<file path="config.mk">
export PLATFORM = sky130hd
export DESIGN_NAME = fsm_data_sender_flat
export DESIGN_NICKNAME = d
export VERILOG_FILES = /design/src/rtl/fsm_data_pkg.sv /design/src/rtl/fsm_data_sender_if.sv /design/src/rtl/fsm_data_timer.sv /design/src/rtl/fsm_data_sender.sv /design/src/flat_wrapper.sv
export SDC_FILE = /design/constraint.sdc
export NUM_CORES = 1
export LEC_CHECK = 0
export ABC_AREA = 0
export BUFFER_PORTS_ARGS = -buffer_cell sky130_fd_sc_hd__buf_2
export CAP_MARGIN = 15
export CELL_PAD_IN_SITES_DETAIL_PLACEMENT = 1
export CELL_PAD_IN_SITES_GLOBAL_PLACEMENT = 2
export CORE_UTILIZATION = 32
export CTS_CLUSTER_SIZE = 25
export DETAILED_ROUTE_END_ITERATION = 7
export PLACE_DENSITY = 0.9
export SYNTH_ARGS = -nofsm -noshare
export SYNTH_HDL_FRONTEND = slang
export SYNTH_HIERARCHICAL = 1
export SYNTH_SLANG_ARGS = --single-unit
</file>
<file path="constraint.sdc">
create_clock -name clka -period 2.68 [get_ports clka]
set_input_delay 0.402 -clock clka [delete_from_list [all_inputs] [get_ports clka]]
set_output_delay 0.402 -clock clka [all_outputs]
set_load 0.02 [all_outputs]
</file>
<file path="src/rtl/fsm_data_pkg.sv">
// Shared types and default parameters for the data sender block.
package fsm_data_pkg;

  localparam int DEF_DATA_DEPTH    = 3;
  localparam int DEF_DATA_W        = DEF_DATA_DEPTH + 1;
  localparam int DEF_LOAD_CYCLES   = 2;
  localparam int DEF_SETTLE_CYCLES = 3;
  localparam int DEF_ERR_CNT_W     = 8;

  // The timer must hold the largest reload value (cycles - 1); one extra count of
  // headroom keeps the width formula simple and never collapses to zero bits.
  function automatic int timer_w(input int a, input int b);
    int m;
    m = (a > b) ? a : b;
    return ($clog2(m + 1) < 1) ? 1 : $clog2(m + 1);
  endfunction

  localparam int DEF_TIMER_W = timer_w(DEF_LOAD_CYCLES, DEF_SETTLE_CYCLES);

  typedef enum logic [2:0] {
    S_IDLE    = 3'd0,
    S_SETUP   = 3'd1,
    S_LOAD_HI = 3'd2,
    S_WAIT    = 3'd3,
    S_CHECK   = 3'd4,
    S_DONE    = 3'd5
  } state_t;

endpackage

</file>
<file path="src/rtl/fsm_data_sender_if.sv">
// Upstream handshake plus loader LOAD/NOT/DATA -> DO bus and result reporting.
interface fsm_data_sender_if
  import fsm_data_pkg::*;
#(
  parameter int DATA_W    = DEF_DATA_W,
  parameter int ERR_CNT_W = DEF_ERR_CNT_W
);
  logic                 IN_VALID;
  logic                 IN_READY;
  logic [DATA_W-1:0]    IN_DATA;
  logic                 IN_INV;
  logic                 LOAD;
  logic                 NOT;
  logic [DATA_W-1:0]    DATA;
  logic [DATA_W-1:0]    DO;
  logic [DATA_W-1:0]    RESULT;
  logic                 RESULT_VALID;
  logic                 MISMATCH;
  logic [ERR_CNT_W-1:0] ERR_CNT;

  modport master (
    input  IN_VALID, IN_DATA, IN_INV, DO,
    output IN_READY, LOAD, NOT, DATA, RESULT, RESULT_VALID, MISMATCH, ERR_CNT
  );

  modport slave (
    output IN_VALID, IN_DATA, IN_INV, DO,
    input  IN_READY, LOAD, NOT, DATA, RESULT, RESULT_VALID, MISMATCH, ERR_CNT
  );
endinterface

</file>
<file path="src/rtl/fsm_data_timer.sv">
// Loadable down-counter; done while the count sits at zero.
module fsm_data_timer #(
  parameter int W = 2
) (
  input  logic         clka,
  input  logic         RESTART_N,
  input  logic         load,
  input  logic [W-1:0] load_val,
  input  logic         en,
  output logic         done
);
  logic [W-1:0] cnt;

  // Reload has priority over decrement; the count parks at zero.
  always_ff @(posedge clka) begin
    if (!RESTART_N)             cnt <= '0;
    else if (load)              cnt <= load_val;
    else if (en && cnt != '0)   cnt <= cnt - 1'b1;
  end

  assign done = (cnt == '0);
endmodule

</file>
<file path="src/rtl/fsm_data_sender.sv">
// Sends one word to the loader per handshake, reads DO back and checks it.
//  state   | meaning
//  IDLE    | ready for a word, NOT low
//  SETUP   | DATA driven, LOAD low, one cycle
//  LOAD_HI | LOAD high for LOAD_CYCLES
//  WAIT    | NOT applied, DO settling for SETTLE_CYCLES
//  CHECK   | sample DO into RESULT, compare
//  DONE    | RESULT_VALID pulse, error counter update
module fsm_data_sender
  import fsm_data_pkg::*;
#(
  parameter int DATA_DEPTH    = DEF_DATA_DEPTH,
  parameter int LOAD_CYCLES   = DEF_LOAD_CYCLES,
  parameter int SETTLE_CYCLES = DEF_SETTLE_CYCLES,
  parameter int ERR_CNT_W     = DEF_ERR_CNT_W
) (
  input  logic               clka,
  input  logic               RESTART_N,
  fsm_data_sender_if.master  bus
);
  localparam int DW      = DATA_DEPTH + 1;
  localparam int TIMER_W = timer_w(LOAD_CYCLES, SETTLE_CYCLES);

  state_t               state, state_nx;
  logic                 accept;
  logic                 tmr_load, tmr_en, tmr_done;
  logic [TIMER_W-1:0]   tmr_val;

  logic [DW-1:0]        data_q, result_q;
  logic                 inv_q, load_q, not_q, rv_q, mm_q;
  logic [ERR_CNT_W-1:0] err_q;

  fsm_data_timer #(.W(TIMER_W)) u_timer (
    .clka      (clka),
    .RESTART_N (RESTART_N),
    .load      (tmr_load),
    .load_val  (tmr_val),
    .en        (tmr_en),
    .done      (tmr_done)
  );

  // State register.
  always_ff @(posedge clka) begin
    if (!RESTART_N) state <= S_IDLE;
    else            state <= state_nx;
  end

  // Next-state and timer control; the timer is reloaded on the cycle before each timed state.
  always_comb begin
    state_nx = state;
    accept   = 1'b0;
    tmr_load = 1'b0;
    tmr_val  = '0;
    tmr_en   = 1'b0;
    case (state)
      S_IDLE: begin
        if (bus.IN_VALID) begin
          accept   = 1'b1;
          state_nx = S_SETUP;
        end
      end
      S_SETUP: begin
        tmr_load = 1'b1;
        tmr_val  = TIMER_W'(LOAD_CYCLES - 1);
        state_nx = S_LOAD_HI;
      end
      S_LOAD_HI: begin
        if (tmr_done) begin
          tmr_load = 1'b1;
          tmr_val  = TIMER_W'(SETTLE_CYCLES - 1);
          state_nx = S_WAIT;
        end else begin
          tmr_en = 1'b1;
        end
      end
      S_WAIT: begin
        if (tmr_done) state_nx = S_CHECK;
        else          tmr_en   = 1'b1;
      end
      S_CHECK: state_nx = S_DONE;
      S_DONE:  state_nx = S_IDLE;
      default: state_nx = S_IDLE;
    endcase
  end

  // Outputs are registered from the next state so they line up with the state they belong to.
  always_ff @(posedge clka) begin
    if (!RESTART_N) begin
      data_q   <= '0;
      inv_q    <= 1'b0;
      load_q   <= 1'b0;
      not_q    <= 1'b0;
      rv_q     <= 1'b0;
      mm_q     <= 1'b0;
      result_q <= '0;
      err_q    <= '0;
    end else begin
      if (accept) begin
        data_q <= bus.IN_DATA;
        inv_q  <= bus.IN_INV;
      end
      load_q <= (state_nx == S_LOAD_HI);
      not_q  <= inv_q && (state_nx inside {S_WAIT, S_CHECK, S_DONE});
      rv_q   <= (state_nx == S_DONE);
      if (state == S_CHECK) begin
        result_q <= bus.DO;
        mm_q     <= (bus.DO != (inv_q ? ~data_q : data_q));
      end
      if (state == S_DONE && mm_q && err_q != '1) err_q <= err_q + 1'b1;
    end
  end

  assign bus.IN_READY     = (state == S_IDLE);
  assign bus.LOAD         = load_q;
  assign bus.NOT          = not_q;
  assign bus.DATA         = data_q;
  assign bus.RESULT       = result_q;
  assign bus.RESULT_VALID = rv_q;
  assign bus.MISMATCH     = mm_q;
  assign bus.ERR_CNT      = err_q;
endmodule
</file>
<file path="src/flat_wrapper.sv">
// flat-port wrapper written by rule: the top's interface ports become plain ports
module fsm_data_sender_flat import fsm_data_pkg::*;
#(
  parameter int DATA_DEPTH    = DEF_DATA_DEPTH,
  parameter int LOAD_CYCLES   = DEF_LOAD_CYCLES,
  parameter int SETTLE_CYCLES = DEF_SETTLE_CYCLES,
  parameter int ERR_CNT_W     = DEF_ERR_CNT_W
)
  (clka, RESTART_N, bus_IN_VALID, bus_IN_DATA, bus_IN_INV, bus_DO, bus_IN_READY, bus_LOAD, bus_NOT, bus_DATA, bus_RESULT, bus_RESULT_VALID, bus_MISMATCH, bus_ERR_CNT);
  fsm_data_sender_if #(.ERR_CNT_W(ERR_CNT_W)) bus_i ();
  input  logic clka;
  input  logic RESTART_N;
  input wire logic [$bits(bus_i.IN_VALID)-1:0] bus_IN_VALID;
  input wire logic [$bits(bus_i.IN_DATA)-1:0] bus_IN_DATA;
  input wire logic [$bits(bus_i.IN_INV)-1:0] bus_IN_INV;
  input wire logic [$bits(bus_i.DO)-1:0] bus_DO;
  output wire logic [$bits(bus_i.IN_READY)-1:0] bus_IN_READY;
  output wire logic [$bits(bus_i.LOAD)-1:0] bus_LOAD;
  output wire logic [$bits(bus_i.NOT)-1:0] bus_NOT;
  output wire logic [$bits(bus_i.DATA)-1:0] bus_DATA;
  output wire logic [$bits(bus_i.RESULT)-1:0] bus_RESULT;
  output wire logic [$bits(bus_i.RESULT_VALID)-1:0] bus_RESULT_VALID;
  output wire logic [$bits(bus_i.MISMATCH)-1:0] bus_MISMATCH;
  output wire logic [$bits(bus_i.ERR_CNT)-1:0] bus_ERR_CNT;
  assign bus_i.IN_VALID = bus_IN_VALID;
  assign bus_i.IN_DATA = bus_IN_DATA;
  assign bus_i.IN_INV = bus_IN_INV;
  assign bus_i.DO = bus_DO;
  assign bus_IN_READY = bus_i.IN_READY;
  assign bus_LOAD = bus_i.LOAD;
  assign bus_NOT = bus_i.NOT;
  assign bus_DATA = bus_i.DATA;
  assign bus_RESULT = bus_i.RESULT;
  assign bus_RESULT_VALID = bus_i.RESULT_VALID;
  assign bus_MISMATCH = bus_i.MISMATCH;
  assign bus_ERR_CNT = bus_i.ERR_CNT;
  fsm_data_sender #(.DATA_DEPTH(DATA_DEPTH), .LOAD_CYCLES(LOAD_CYCLES), .SETTLE_CYCLES(SETTLE_CYCLES), .ERR_CNT_W(ERR_CNT_W)) u_core (.clka(clka), .RESTART_N(RESTART_N), .bus(bus_i));
endmodule
</file>
==> out/results.md, run 1 <==
### Status
* result of the run: finished clean

### Timing
* final number of hold-violating endpoints: 0
* final clock skew: 2.77 ps
* count of final setup violators: 0
* Slew Limit Fails: 0
* transition at the pin with the smallest max-transition slack: 673 ps
* Final min period: 1540 ps
* RSZ-0062 raised after global routing: false
* highest achievable clock rate: 0.650 GHz
* final-layout setup total negative slack: 0 ps
* Max-slew headroom: 55.1%
* share of the clock period used by the worst path after layout: 57.4%

### Finish
* total non-filler cell area in the finished layout: 0.00148 mm2
* nets: 183
* number of inserted filler cells in the final layout: 465
* Cell Count, Final, Fillers Out: 216
* layout cell share with drive strength beyond 1: 23.8%
* final design utilization: 40.0%
* area grow syn2layout: 19.4%
* Antenna Diode Count: 0

### Synthesis
* top cells by area in the synthesized netlist: dfxtp_1 42%, mux2i_1 7.3%, nor2_1 4.9%, nand2_1 3.9%, xor2_1 3.5%
* dominant combinational cell family by area after synthesis: simple AND/OR/NAND/NOR gates
* post-synthesis mux area share: 7.29%
* Synth top cells by count: 26 x dfxtp_1, 16 x nor2_1, 13 x nand2_1, 9 x mux2i_1, 8 x a21oi_1
* Post-synth EDFFs: 0
* area share of xor/xnor cells in the synthesized design: 5.67%
* ys flop type: dfxtp_1
* Seq/Total Area, Yosys: 42.1%
* simple-gate portion of the synthesized area: 26.7%
* Mapped Avg Cell Area: 8.96 um2
* async set-or-reset flop fraction in the synthesized netlist: 0%
* cell area after synthesis: 0.00124 mm2
* top cell type's share of synthesized area: 42.1%
* share of the synthesized area in compound gates (AO/OA/AOI/OAI): 11.8%
* most frequent cell after synthesis: dfxtp_1
* count of mapped cells out of synthesis: 138
* number of distinct library cell variants in the gate-level netlist after synthesis: 37
* Synth Register Bits: 26
* dominant cell type by area after synthesis: dfxtp_1
* Synthesis Warnings: 6
* share of synthesized cell area in full adder, half adder and majority cells: 2.02%
* total nets after synthesis: 152

### Clock network
* clock tree from TritonCTS: yes
* Post-CTS Setup Repair Bufs: 0
* cell chosen for the clock root: clkbuf_8
* CTS H-tree depth: 1
* clock network latency to the later pin of the worst-skew pair: 270 ps
* hold buffers post-CTS: 0
* post-CTS resize count: 0
* TritonCTS buffer count: 3
* clock transition at the registers of the reported paths: 90 ps
* CTS max path bufs: 2
* number of sinks driven by the clock tree: 26

### Critical path
* sum of buffers and inverters on the critical path: 2
* Worst Path Required: 2880 ps
* Slowest cell on crit path: dfxtp_1
* cell with the most instances on the worst path: inv_1
* Worst R2R Setup Slack: 1140 ps
* critical path fanouts, max: 8
* worst r2r src: u_core/u_timer/cnt[0]
* critical path, cell by cell: inv_1, ha_1, nand2b_1, nor2_1, or2_1, inv_1, o211ai_1, a21boi_1
* arrival time at the worst endpoint: 1740 ps
* crit end category: flop
* Worst path top cell family by delay: simple AND/OR/NAND/NOR gates
* Worst Setup Path Type: flop to flop
* capture point of the worst reg-to-reg path: u_core/u_timer/cnt[1]
* cells on worst reg2reg path: 8
* peak per-stage delay on the critical path: 350 ps
* Critical Path Start Type: flop
* start point of the critical path: u_core/u_timer/cnt[0]

### Routing
* number of routed nets with antenna violations: 0
* highest metal used: met4
* final routed wire length divided by cell count: 13.0 um
* wire length the detailed router placed on met1: 1220 um
* total met2 wirelength after detailed routing: 1390 um
* vias per cell: 5.04
* iteration-0 DRC count of the detailed router: 14
* number of design rule violations left after detail routing: 0
* total number of vias: 1089
* total length of routed met3 wires: 134 um
* Post-Route WL: 2810 um
* first-pass iteration count of the detailed router: 4

### GRT
* overall fraction of global-route tracks in use: 15.1%
* maximum number of pins on one net before global-route repair: 22
* antenna violations before repair: 0
* total grt overflow: 0
* first-pass GRT wire length: 4910 um
* vias in the first global route: 1134

### Power
* standby leakage power: 0.682 nW
* maximum vdd drop: 264 uV
* ratio of total power to cell area: 576 mW/mm2

### Placed design
* cell total after placement: 212
* half-perimeter wire length after detailed placement: 2130 um
* buffers added on ports: 32
* Area after DPL: 0.00142 mm2
* RD Place Congestion: 0.783

### Hold path
* worst hold path endpoint: u_core/inv_q
* number of instances on the worst hold path: 3
* min-delay worst type: input pin to flop
* hold path startpoint: bus_IN_INV

### Die
* area of the core: 0.00369 mm2
* Die Height: 64.2 um
* Die X-Extent: 64.2 um
* placement row count: 22
* top-level port count: 33
* die area: 0.00412 mm2
* Starting Density: 33.5%

### Flow run
* max-capacitance violation count: 0

## logic make-up after synthesis
logic type | after synthesis
xor gates and xnor gates | 8
adders and majority gates | 2
buffers and inverters | 11
AOI/OAI and AO/OA | 24
and+or+nand+nor | 58
DFF | 26
muxes | 9
## sequential cells by signal (all words and copies together), names as in the netlist
name / cells
u_core/inv_q: 1
u_core/bus.DATA: 4
u_core/state: 3
u_core/bus.MISMATCH: 1
u_core/bus.ERR_CNT: 8
u_core/bus.NOT: 1
u_core/bus.RESULT_VALID: 1
u_core/bus.LOAD: 1
u_core/u_timer/cnt: 2
u_core/bus.RESULT: 4
## where the power goes
group / switching, W / internal [W] / leakage (nW) / total [W]
clock network: 0.000122 / 0.000131 / 0.0288 / 0.000253
logic: 0.0000930 / 0.0000688 / 0.442 / 0.000162
registers: 0.0000276 / 0.000407 / 0.211 / 0.000435
## worst max path at each step
stage | endpoint | slack [ps] | cells past startpoint
6_report | u_core/u_timer/cnt[1] | 1140 | 8
5_1_grt | u_core/bus.ERR_CNT[1] | 1020 | 5
4_1_cts | bus_IN_READY | 1140 | 2
3_5_place_dp | u_core/u_timer/cnt[1] | 1160 | 8
3_3_place_gp | u_core/u_timer/cnt[1] | 1230 | 8
2_1_floorplan | u_core/bus.ERR_CNT[1] | 1210 | 5
## cells in the final DEF (no fill, tap or decap), types with 2 or more instances in the layout
master,count
buf_2,32
dfxtp_1,26
nor2_1,16
nand2_1,13
mux2i_1,9
a21oi_1,8
inv_1,5
xor2_1,5
nand4_1,5
o21ai_0,5
clkbuf_8,4
and3_1,4
nand2b_1,3
xnor2_1,3
a31oi_1,3
and2_1,2
nor3_1,2
o21ai_1,2
nand3_1,2
o2111a_1,2
ha_1,2
## metal layers
layer  up-vias  GRT usage [%]
met3         6           2.86
met1       520           17.1
li1        540              -
met2        23           26.2
met5         -              0
met4         0           8.61
## final cells by class
type	instances	area, um2	area share (%)
multi-input cells	101	662	44.8
well taps	48	60.1	4.07
clock buffers	4	55.1	3.73
inverters	5	18.8	1.27
repair buffers	32	160	10.8
flip-flops and latches	26	520	35.3
## per-stage QoR
step	worst slack, ps	total power [W]	hold WS (ps)
after detailed placement	1160	0.000607	448
after floorplan	1210	0.000567	505
after global placement	1230	0.000599	443
after global routing	1020	0.000897	382
after CTS	1140	0.000861	367
final	1140	0.000850	365
## worst reg2reg max path: cells and delay by family, from the launching register on
kind | cells | cell delay [ps]
simple gates | 3 | 430
compound gates | 2 | 240
flops | 1 | 350
buf+inv | 2 | 150
fa+ha+maj | 1 | 300
Power figures use the tool's default switching activity.
==> run 2: changes to the inputs <==
--- a/config.mk
+++ b/config.mk
@@ -10,10 +10,10 @@
 export CAP_MARGIN = 15
 export CELL_PAD_IN_SITES_DETAIL_PLACEMENT = 1
 export CELL_PAD_IN_SITES_GLOBAL_PLACEMENT = 2
-export CORE_UTILIZATION = 32
+export CORE_UTILIZATION = 30
 export CTS_CLUSTER_SIZE = 25
 export DETAILED_ROUTE_END_ITERATION = 7
-export PLACE_DENSITY = 0.9
+export PLACE_DENSITY = 0.85
 export SYNTH_ARGS = -nofsm -noshare
 export SYNTH_HDL_FRONTEND = slang
 export SYNTH_HIERARCHICAL = 1
==> constraint.sdc (replaced) <==
create_clock -name clka -period 1.6 [get_ports clka]
set_input_delay 0.24 -clock clka [delete_from_list [all_inputs] [get_ports clka]]
set_output_delay 0.24 -clock clka [all_outputs]
set_load 0.02 [all_outputs]
==> out/results.md, run 2 (synthesis results as in run 1) <==
### Status
* result of the run: finished clean, unchanged

### Flow run
* max-capacitance violation count: 0, unchanged

### Die
* Die Height: 66.2 um, was 64.2 um
* area of the core: 0.00380 mm2, was 0.00369 mm2
* placement row count: 22, unchanged
* die area: 0.00438 mm2, was 0.00412 mm2
* top-level port count: 33, unchanged
* Starting Density: 32.5%, was 33.5%
* Die X-Extent: 66.2 um, was 64.2 um

### Timing
* transition at the pin with the smallest max-transition slack: 389 ps, was 673 ps
* share of the clock period used by the worst path after layout: 91.3%, was 57.4%
* highest achievable clock rate: 0.685 GHz, was 0.650 GHz
* Slew Limit Fails: 0, unchanged
* final number of hold-violating endpoints: 0, unchanged
* count of final setup violators: 0, unchanged
* Max-slew headroom: 74.0%, was 55.1%
* final clock skew: 3.57 ps, was 2.77 ps
* final-layout setup total negative slack: 0 ps, unchanged
* Final min period: 1460 ps, was 1540 ps
* RSZ-0062 raised after global routing: false, unchanged

### Power
* maximum vdd drop: 461 uV, was 264 uV
* ratio of total power to cell area: 953 mW/mm2, was 576 mW/mm2
* Clock Power Share: 29.8%, about the same
* Int Power: 0.00102 W, was 0.000607 W
* sequential share of power: 50.9%, was 51.2%
* combinational share of power: 19.3%, was 19.0%
* switching power: 0.000413 W, was 0.000242 W
* standby leakage power: 0.698 nW, was 0.682 nW
* net switching share of the total power: 28.7%, was 28.5%

### GRT
* met1 routing resource usage after global routing: 17.4%, was 17.1%
* antenna violations before repair: 0, unchanged
* total grt overflow: 0, unchanged
* met2 Track Usage GR: 25.0%, was 26.2%
* first-pass GRT wire length: 4780 um, was 4910 um
* global-route layer with the greatest usage: met2, unchanged
* vias in the first global route: 1051, was 1134
* M3 GR Usage: 2.93%, was 2.86%
* overall fraction of global-route tracks in use: 14.4%, was 15.1%
* maximum number of pins on one net before global-route repair: 19, was 22

### Clock network
* clock network latency to the later pin of the worst-skew pair: 270 ps, about the same
* CTS max path bufs: 2, unchanged
* post-CTS resize count: 0, unchanged
* CTS H-tree depth: 1, unchanged
* number of sinks driven by the clock tree: 26, unchanged
* clock tree from TritonCTS: yes, unchanged
* Post-CTS Setup Repair Bufs: 0, unchanged
* hold buffers post-CTS: 0, unchanged
* TritonCTS buffer count: 3, unchanged
* cell chosen for the clock root: clkbuf_8, unchanged
* clock transition at the registers of the reported paths: 90 ps, about the same

### Critical path
* Worst Path Required: 1760 ps, was 2880 ps
* crit end category: flop, unchanged
* Critical Path Start Type: flop, unchanged
* cells on worst reg2reg path: 5, was 8
* peak per-stage delay on the critical path: 350 ps, about the same
* worst r2r src: u_core/bus.ERR_CNT[0], was u_core/u_timer/cnt[0]
* critical path fanouts, max: 6, was 8
* Slowest cell on crit path: dfxtp_1, unchanged
* capture point of the worst reg-to-reg path: u_core/bus.ERR_CNT[7], was u_core/u_timer/cnt[1]
* critical path, cell by cell: ha_1, and3_1, nor4_2, xnor2_1, nor2_1, was inv_1, ha_1, nand2b_1, nor2_1, or2_1, inv_1, o211ai_1, a21boi_1
* Worst Setup Path Type: flop to flop, unchanged
* arrival time at the worst endpoint: 1630 ps, was 1740 ps
* Worst R2R Setup Slack: 140 ps, was 1140 ps

### Hold path
* number of instances on the worst hold path: 3, unchanged
* worst hold path endpoint: u_core/bus.DATA[3], was u_core/inv_q
* min-delay worst type: input pin to flop, unchanged
* hold path startpoint: bus_IN_DATA[3], was bus_IN_INV

### Placed design
* Area after DPL: 0.00144 mm2, was 0.00142 mm2
* half-perimeter wire length after detailed placement: 2200 um, was 2130 um
* cell total after placement: 215, was 212
* RD Place Congestion: 0.766, was 0.783
* buffers added on ports: 32, unchanged

### Finish
* Antenna Diode Count: 0, unchanged
* nets: 186, was 183
* area grow syn2layout: 22.0%, was 19.4%
* total non-filler cell area in the finished layout: 0.00151 mm2, was 0.00148 mm2
* most common library cell in the layout ignoring fill and taps: buf_2, unchanged
* layout cell share with drive strength beyond 1: 27.5%, was 23.8%
* Cell Count, Final, Fillers Out: 219, was 216
* number of flip-flops under the largest register name: 8, unchanged
* leading cell types in the layout, fill and taps excluded: 32 x buf_2, 24 x dfxtp_1, 16 x nor2_1, 13 x nand2_1, 9 x mux2i_1, was 32 x buf_2, 26 x dfxtp_1, 16 x nor2_1, 13 x nand2_1, 9 x mux2i_1

### Routing
* Post-Route WL: 2860 um, was 2810 um
* number of design rule violations left after detail routing: 0, unchanged
* first-pass iteration count of the detailed router: 4, unchanged
* final routed wire length divided by cell count: 13.0 um, about the same
* iteration-0 DRC count of the detailed router: 31, was 14
* total number of vias: 1107, was 1089
* vias per cell: 5.05, was 5.04
* number of routed nets with antenna violations: 0, unchanged

## run 2: worst max-delay path by stage
| stage | depth (start not counted) | slack [ps] | endpoint | from |
|---|---|---|---|---|
| after global placement | 5 | 180 | u_core/bus.ERR_CNT[1] | u_core/bus.ERR_CNT[0] |
| after global routing | 5 | 8 | u_core/bus.ERR_CNT[7] | u_core/bus.ERR_CNT[0] |
| final | 5 | 140 | u_core/bus.ERR_CNT[7] | u_core/bus.ERR_CNT[0] |
| after CTS | 8 | 30 | u_core/u_timer/cnt[1] | u_core/u_timer/cnt[0] |
| after detailed placement | 8 | 60 | u_core/u_timer/cnt[1] | u_core/u_timer/cnt[0] |
| after floorplan | 5 | 130 | u_core/bus.ERR_CNT[1] | u_core/bus.ERR_CNT[0] |
## run 2: layer usage
metal  wire (um)  vias up
met5           0        -
met4          40        0
met3         162        4
met2        1400       28
met1        1250      522
li1            -      553
## run 2: critical path: cells and delay by family, from the launching register on
family | cells | cell delay (ps)
xor gates and xnor gates | 1 | 160
adders and majority gates | 1 | 280
DFF | 1 | 350
and+or+nand+nor | 3 | 570
## run 2: layout make-up
| class | count | area, um2 |
|---|---|---|
| sequential | 26 | 523 |
| inverter | 5 | 18.8 |
| clock buffer | 4 | 55.1 |
| multi-input combinational | 101 | 668 |
| timing repair buffer | 35 | 183 |
| tap | 48 | 60.1 |
| fill | 451 | 2290 |
## run 2: power groups by stage
stage / clock network, W / registers [W] / logic, W
floorplan: 0 / 0.000738 / 0.000211
global placement: 0 / 0.000741 / 0.000263
detailed placement: 0 / 0.000745 / 0.000277
CTS: 0.000447 / 0.000729 / 0.000279
global route: 0.000470 / 0.000738 / 0.000311
finish: 0.000428 / 0.000731 / 0.000278
## run 2: metrics by stage
step / hold slack [ps] / setup WS, ps / total power [W] / utilization [%]
after detailed placement: 452 / 57.3 / 0.00102 / 38.0
after CTS: 198 / 34.6 / 0.00146 / 39.5
after global placement: 442 / 184 / 0.00100 / 38.0
after floorplan: 376 / 132 / 0.000949 / -
final: 205 / 140 / 0.00144 / 39.7
after global routing: 214 / 7.61 / 0.00152 / 39.7
